===== src/rtl/mul_seq_pkg.sv =====
// Shared types and widths for the multiply sequencer.
// Latency: n/a (declarations only).
// Backpressure: n/a.
package mul_seq_pkg;

  localparam int OPERAND_W = 8;
  localparam int PRODUCT_W = 16;

  typedef enum logic [1:0] {
    IDLE = 2'd0,
    ARM  = 2'd1,
    RUN  = 2'd2,
    HOLD = 2'd3
  } state_e;

endpackage


===== src/rtl/mul_sequencer_if.sv =====
// Bundle of request, multiplier and result signals around the multiply sequencer.
// Latency: n/a (wiring only).
// Backpressure: result is held until result_ack, a new request waits on busy.
interface mul_sequencer_if;
  import mul_seq_pkg::*;

  // request side
  logic                 start;
  logic [OPERAND_W-1:0] op_a;
  logic [OPERAND_W-1:0] op_b;
  logic                 busy;
  // downstream multiplier side
  logic                 mul_en;
  logic [OPERAND_W-1:0] mul_a;
  logic [OPERAND_W-1:0] mul_b;
  logic [PRODUCT_W-1:0] mul_product;
  logic                 mul_ready;
  // result side
  logic [PRODUCT_W-1:0] result;
  logic                 result_valid;
  logic                 result_ack;
  logic                 timeout_err;

  // sequencer view
  modport master (
    input  start, op_a, op_b, mul_product, mul_ready, result_ack,
    output busy, mul_en, mul_a, mul_b, result, result_valid, timeout_err
  );

  // environment view (requester, multiplier and consumer)
  modport slave (
    output start, op_a, op_b, mul_product, mul_ready, result_ack,
    input  busy, mul_en, mul_a, mul_b, result, result_valid, timeout_err
  );

endinterface


===== src/rtl/mul_watchdog.sv =====
// Counts consecutive enabled cycles and flags the last allowed one (used with MUL_TIMEOUT_EN).
// Latency: expired is combinational on the TIMEOUT_CYCLES-th enabled cycle.
// Backpressure: none; clear has priority over counting.
module mul_watchdog #(
  parameter int TIMEOUT_CYCLES = 16
) (
  input  logic clk,
  input  logic rst_n,
  input  logic clear,
  input  logic count_en,
  output logic expired
);

  localparam int CW = $clog2(TIMEOUT_CYCLES + 1);

  logic [CW-1:0] cnt_q;

  // count enabled cycles since the last clear
  always_ff @(posedge clk or negedge rst_n) begin
    if (!rst_n) begin
      cnt_q <= '0;
    end else if (clear) begin
      cnt_q <= '0;
    end else if (count_en) begin
      cnt_q <= cnt_q + 1'b1;
    end
  end

  // the current enabled cycle is the last one allowed
  assign expired = count_en && (cnt_q == CW'(TIMEOUT_CYCLES - 1));

endmodule


===== src/rtl/mul_sequencer.sv =====
// Sequences one signed 8x8 multiply through an external multiplier: latch, clear, run, hold result.
// Latency: start to result_valid is 3 cycles plus the multiplier ready delay; back-to-back via ack+start in HOLD.
// Backpressure: result is held until result_ack; start is ignored while busy except in HOLD with ack.
// Optional: define MUL_TIMEOUT_EN to abort RUN after TIMEOUT_CYCLES cycles without mul_ready.
module mul_sequencer
  import mul_seq_pkg::*;
#(
  parameter int TIMEOUT_CYCLES = 16
) (
  input logic            clk,
  input logic            rst_n,
  mul_sequencer_if.master bus
);

  state_e state_q;
  state_e state_d;
  logic   accept;
  logic   capture;
  logic   expired;

  // next-state decode; accept marks a start that latches new operands
  always_comb begin
    state_d = state_q;
    accept  = 1'b0;
    capture = 1'b0;
    case (state_q)
      IDLE: begin
        if (bus.start) begin
          accept  = 1'b1;
          state_d = ARM;
        end
      end
      ARM: begin
        state_d = RUN;
      end
      RUN: begin
        if (bus.mul_ready) begin
          capture = 1'b1;
          state_d = HOLD;
        end else if (expired) begin
          state_d = IDLE;
        end
      end
      HOLD: begin
        if (bus.result_ack) begin
          if (bus.start) begin
            accept  = 1'b1;
            state_d = ARM;
          end else begin
            state_d = IDLE;
          end
        end
      end
      default: state_d = IDLE;
    endcase
  end

  // state and registered status outputs, all decoded from the next state
  always_ff @(posedge clk or negedge rst_n) begin
    if (!rst_n) begin
      state_q          <= IDLE;
      bus.busy         <= 1'b0;
      bus.mul_en       <= 1'b0;
      bus.result_valid <= 1'b0;
    end else begin
      state_q          <= state_d;
      bus.busy         <= (state_d != IDLE);
      bus.mul_en       <= (state_d == RUN);
      bus.result_valid <= (state_d == HOLD);
    end
  end

  // operands only move on an accepted start so the multiplier sees stable inputs
  always_ff @(posedge clk or negedge rst_n) begin
    if (!rst_n) begin
      bus.mul_a <= '0;
      bus.mul_b <= '0;
    end else if (accept) begin
      bus.mul_a <= bus.op_a;
      bus.mul_b <= bus.op_b;
    end
  end

  // product captured while mul_en is still high; held untouched until the next capture
  always_ff @(posedge clk or negedge rst_n) begin
    if (!rst_n) begin
      bus.result <= '0;
    end else if (capture) begin
      bus.result <= bus.mul_product;
    end
  end

`ifdef MUL_TIMEOUT_EN
  logic timeout_err_q;

  mul_watchdog #(
    .TIMEOUT_CYCLES(TIMEOUT_CYCLES)
  ) u_watchdog (
    .clk     (clk),
    .rst_n   (rst_n),
    .clear   (state_q != RUN),
    .count_en(state_q == RUN && !bus.mul_ready),
    .expired (expired)
  );

  // sticky abort flag, cleared by the next accepted start
  always_ff @(posedge clk or negedge rst_n) begin
    if (!rst_n) begin
      timeout_err_q <= 1'b0;
    end else if (accept) begin
      timeout_err_q <= 1'b0;
    end else if (expired) begin
      timeout_err_q <= 1'b1;
    end
  end

  assign bus.timeout_err = timeout_err_q;
`else
  // without the watchdog RUN waits for mul_ready indefinitely
  assign expired         = 1'b0;
  assign bus.timeout_err = 1'b0;
`endif

endmodule


===== src/flat_wrapper.sv =====
// flat-port wrapper written by rule: the top's interface ports become plain ports
module mul_sequencer_flat import mul_seq_pkg::*;
#(
  parameter int TIMEOUT_CYCLES = 16
)
  (clk, rst_n, bus_start, bus_op_a, bus_op_b, bus_mul_product, bus_mul_ready, bus_result_ack, bus_busy, bus_mul_en, bus_mul_a, bus_mul_b, bus_result, bus_result_valid, bus_timeout_err);
  mul_sequencer_if bus_i ();
  input logic clk;
  input logic rst_n;
  input wire logic [$bits(bus_i.start)-1:0] bus_start;
  input wire logic [$bits(bus_i.op_a)-1:0] bus_op_a;
  input wire logic [$bits(bus_i.op_b)-1:0] bus_op_b;
  input wire logic [$bits(bus_i.mul_product)-1:0] bus_mul_product;
  input wire logic [$bits(bus_i.mul_ready)-1:0] bus_mul_ready;
  input wire logic [$bits(bus_i.result_ack)-1:0] bus_result_ack;
  output wire logic [$bits(bus_i.busy)-1:0] bus_busy;
  output wire logic [$bits(bus_i.mul_en)-1:0] bus_mul_en;
  output wire logic [$bits(bus_i.mul_a)-1:0] bus_mul_a;
  output wire logic [$bits(bus_i.mul_b)-1:0] bus_mul_b;
  output wire logic [$bits(bus_i.result)-1:0] bus_result;
  output wire logic [$bits(bus_i.result_valid)-1:0] bus_result_valid;
  output wire logic [$bits(bus_i.timeout_err)-1:0] bus_timeout_err;
  assign bus_i.start = bus_start;
  assign bus_i.op_a = bus_op_a;
  assign bus_i.op_b = bus_op_b;
  assign bus_i.mul_product = bus_mul_product;
  assign bus_i.mul_ready = bus_mul_ready;
  assign bus_i.result_ack = bus_result_ack;
  assign bus_busy = bus_i.busy;
  assign bus_mul_en = bus_i.mul_en;
  assign bus_mul_a = bus_i.mul_a;
  assign bus_mul_b = bus_i.mul_b;
  assign bus_result = bus_i.result;
  assign bus_result_valid = bus_i.result_valid;
  assign bus_timeout_err = bus_i.timeout_err;
  mul_sequencer #(.TIMEOUT_CYCLES(TIMEOUT_CYCLES)) u_core (.clk(clk), .rst_n(rst_n), .bus(bus_i));
endmodule

===== config.mk =====
export PLATFORM = sky130hd
export DESIGN_NAME = mul_sequencer_flat
export DESIGN_NICKNAME = d
export VERILOG_FILES = /design/src/rtl/mul_seq_pkg.sv /design/src/rtl/mul_sequencer_if.sv /design/src/rtl/mul_watchdog.sv /design/src/rtl/mul_sequencer.sv /design/src/flat_wrapper.sv
export SDC_FILE = /design/constraint.sdc
export NUM_CORES = 1
export LEC_CHECK = 0
export BUFFER_PORTS_ARGS = -buffer_cell sky130_fd_sc_hd__clkbuf_2
export CAP_MARGIN = 20
export CORE_MARGIN = 2
export CORE_UTILIZATION = 40
export DETAILED_ROUTE_END_ITERATION = 12
export PLACE_DENSITY = 0.7
export SYNTH_ARGS = -nofsm -noshare
export SYNTH_HDL_FRONTEND = slang
export SYNTH_SLANG_ARGS = --single-unit

===== constraint.sdc =====
create_clock -name clk -period 5 [get_ports clk]
set_input_delay 0.25 -clock clk [delete_from_list [all_inputs] [get_ports clk]]
set_output_delay 0.25 -clock clk [all_outputs]
set_load 0.03 [all_outputs]

==> impl_metrics.env <==
export IMPL_cap_violations=0
export IMPL_outcome="complete, no violations"
export IMPL_via_density_per_instance=4.75
export IMPL_max_slew_worst_pin_slew_ns=0.929
export IMPL_clock_tree_htree_level_count=2
export IMPL_antenna_violating_nets_post_route=0
export IMPL_synthesized_net_count=138
export IMPL_vias=1041
export IMPL_holdBufCountCts=0
export IMPL_boundaryPins=73
export IMPL_timing_hold_worst_class="primary input to asynchronous set/reset pin"
export IMPL_globalRoute_totalOverflow=0
export IMPL_clock_skew_ns=0.00510
export IMPL_final_net_count=213
export IMPL_sequential_cell_area_sq_um=926
export IMPL_final_period_utilization=0.440
export IMPL_grt_start_max_net_pins=38
export IMPL_wire_per_inst_microns=13.7
export IMPL_grt_setup_unrepaired="no"
export IMPL_total_negative_slack_for_setup_checks_ns=0
export IMPL_most_common_cell_after_layout_fill_and_taps_aside="clkbuf_2"
export IMPL_worst_setup_path_end_kind="flip-flop"
export IMPL_power_frac_seq=0.346
export IMPL_yosysWarningCount=0
export IMPL_drive_gt1_frac=0.661
export IMPL_cp_max_fo=16
export IMPL_cts_tree="yes"
export IMPL_final_fill_count=339
export IMPL_postSynthRegisterBits=37
export IMPL_finalHoldWorstSlack_ns=0.0794
export IMPL_rr_startpoint="u_core.state_q[1]$_DFF_PN0_"
export IMPL_final_routed_drc_violation_total=0
export IMPL_clock_root_buffer="clkbuf_8"
export IMPL_netlist_area_sq_um=1550
export IMPL_floorplan_die_height_microns=66.3
export IMPL_first_pass_grt_wire_length_mm=4.67
export IMPL_initial_antenna_violation_count=0
export IMPL_starting_density_of_the_core=0.421
export IMPL_max_freq_mhz=454
export IMPL_setup_worst_path_start_class="flip-flop"
export IMPL_total_inserted_antenna_cells=0
export IMPL_detail_route_first_pass_iterations=4
export IMPL_placement_rows=22
export IMPL_required_ns=5.16
export IMPL_floorplan_core_area_sq_um=3690
export IMPL_netSwitchingPower_uw=668
export IMPL_grt_total_usage=0.145
export IMPL_timing_final_setup_violations=0
export IMPL_cellInternalPower_uw=887
export IMPL_final_hold_fails=0
export IMPL_worst_setup_path_startpoint="u_core.state_q[1]$_DFF_PN0_"
export IMPL_multi_input_combinational_cell_area_sq_um=583
export IMPL_dp_hpwl_mm=2.29
export IMPL_finalMaxSlewViolations=0
export IMPL_tritoncts_num_sinks=37
export IMPL_data_arrival_time_of_the_worst_path_ns=2.36
export IMPL_die_w_microns=66.3
export IMPL_design_die_area_sq_um=4400
export IMPL_critPathSlowestCell="nor3b_4"
export IMPL_clock_power_share=0.129
export IMPL_area_growth_pct=30.2
export IMPL_cts_repair_resize_count=0
export IMPL_drt_wl_total_mm=2.99
export IMPL_commonest_cells_after_routing_fill_and_taps_aside="clkbuf_2, dfrtp_1, mux2_2"
export IMPL_critical_path_class="flip-flop to flip-flop"
export IMPL_power_share_switching=0.430
export IMPL_worst_setup_hold_path_clk_slew_ns=0.07
export IMPL_cts_repair_timing_setup_buffer_count=0
export IMPL_cts_made_buffers=5
export IMPL_leakage_nw=1.05
export IMPL_power_combinational_fraction=0.525
export IMPL_synth_distinct_cells=21
export IMPL_via_count_of_the_first_global_routing_pass=1040
export IMPL_worstPathCellList="inv_1 > ha_1 > nor3b_4 > mux2_2"
export IMPL_drt_initial_drc_count=67
export IMPL_synthCells=96
export IMPL_vdd_ir_drop_max_mv=0.289
export IMPL_port_buffers=71
export IMPL_synth_seq_area_share=0.596
export IMPL_power_density_nw_per_um2=769
export IMPL_max_slew_margin_rel=0.380
export IMPL_critical_path_max_stage_delay_ns=0.79
export IMPL_postSynthAreaPerCell_sq_um=16.2
export IMPL_clk_path_buf_depth=2
export IMPL_worstSkewPairLatency_ns=0.28
export IMPL_timing_final_crit_period_ns=2.20
export IMPL_finalWeightedCongestion=0.664
==> cell usage after synthesis (all sizes together) <==
cell type,instances,area [sq um]
a21o,2,15.0
a21oi,2,13.8
and2b,1,8.76
and3b,1,8.76
buf,3,32.5
conb,1,3.75
dfrtp,37,926
ha,5,62.6
inv,3,11.3
mux2,32,398
nand2,2,7.51
nand2b,1,6.26
nand3,2,10.0
nor2b,1,6.26
nor3b,1,18.8
o31ai,1,7.51
o32ai,1,16.3
==> per-layer routing <==
metal / global-route usage / vias to the layer above / share of wire
li1: - / 479 / -
met1: 0.162 / 515 / 0.39
met2: 0.246 / 45 / 0.53
met3: 0.0545 / 2 / 0.078
met4: 0.0612 / 0 / 0.0053
met5: 0 / - / 0
==> final cells by class <==
type | instances | area share
flip-flops and latches | 37 | 0.458
repair buffers | 71 | 0.176
well taps | 48 | 0.0297
inverters | 3 | 0.00557
clock buffers | 7 | 0.0427
multi-input cells | 53 | 0.288
==> critical path: cells and delay by family (launching register included) <==
kind / cells / cell delay, ns
adder cells (fa/ha/maj): 1 / 0.32
buffers and inverters: 1 / 0.10
flip-flops: 1 / 0.46
multiplexers: 1 / 0.42
AND/OR/NAND/NOR: 1 / 0.79
==> state kept, by name (all words and copies together), names as in the netlist <==
name                     count
u_core.bus.busy              1
u_core.bus.result           16
u_core.bus.mul_a             8
u_core.bus.mul_b             8
u_core.bus.result_valid      1
u_core.bus.mul_en            1
u_core.state_q               2
==> cells by family (layout without fill, tap and decap cells) <==
logic type      count (synthesis)  in the layout  share of synthesized area
flops                          37             37                      0.596
mux                            32             32                      0.256
simple gates                    9              9                     0.0427
compound gates                  6              6                     0.0338
buf+inv                         6             81                     0.0282
fa+ha+maj                       5              5                     0.0403
other cells                     1              1                    0.00242
==> metrics by stage <==
| step | power (mW) | setup slack, ns | instance area [sq um] | instances | utilization |
|---|---|---|---|---|---|
| after floorplan | 1.15 | 3.23 | 1550 | 96 | - |
| after global placement | 1.34 | 2.89 | 1940 | 212 | 0.525 |
| after detailed placement | 1.37 | 2.80 | 1940 | 212 | 0.525 |
| after CTS | 1.58 | 2.79 | 2020 | 219 | 0.548 |
| after global routing | 1.66 | 2.64 | 2020 | 219 | 0.548 |
| final | 1.55 | 2.80 | 2020 | 219 | 0.548 |
==> power groups by stage <==
stage          logic (mW)  clock network, mW  registers (mW)
3_3_place_gp        0.803                  0           0.532
4_1_cts             0.830              0.210           0.539
6_report            0.816              0.201           0.538
2_1_floorplan       0.332                  0           0.821
3_5_place_dp        0.826                  0           0.544
5_1_grt             0.877              0.224           0.558
==> path summary, 6_finish.rpt <==
check | end | slack, ns | cells after the start
setup / recovery | u_core.bus.mul_b[5]$_DFFE_PN0P_ | 2.80 | 4
min in group clk | u_core.bus.result[13]$_DFFE_PN0P_ | 0.19 | 2
setup reg to reg | u_core.bus.mul_b[5]$_DFFE_PN0P_ | 2.80 | 4
hold reg to reg | u_core.bus.result[7]$_DFFE_PN0P_ | 0.51 | 1
max in group asynchronous | u_core.bus.mul_a[4]$_DFFE_PN0P_ | 4.36 | 1
hold / removal | u_core.bus.mul_a[7]$_DFFE_PN0P_ | 0.08 | 1
No activity file was read; power rests on OpenSTA's default activity.
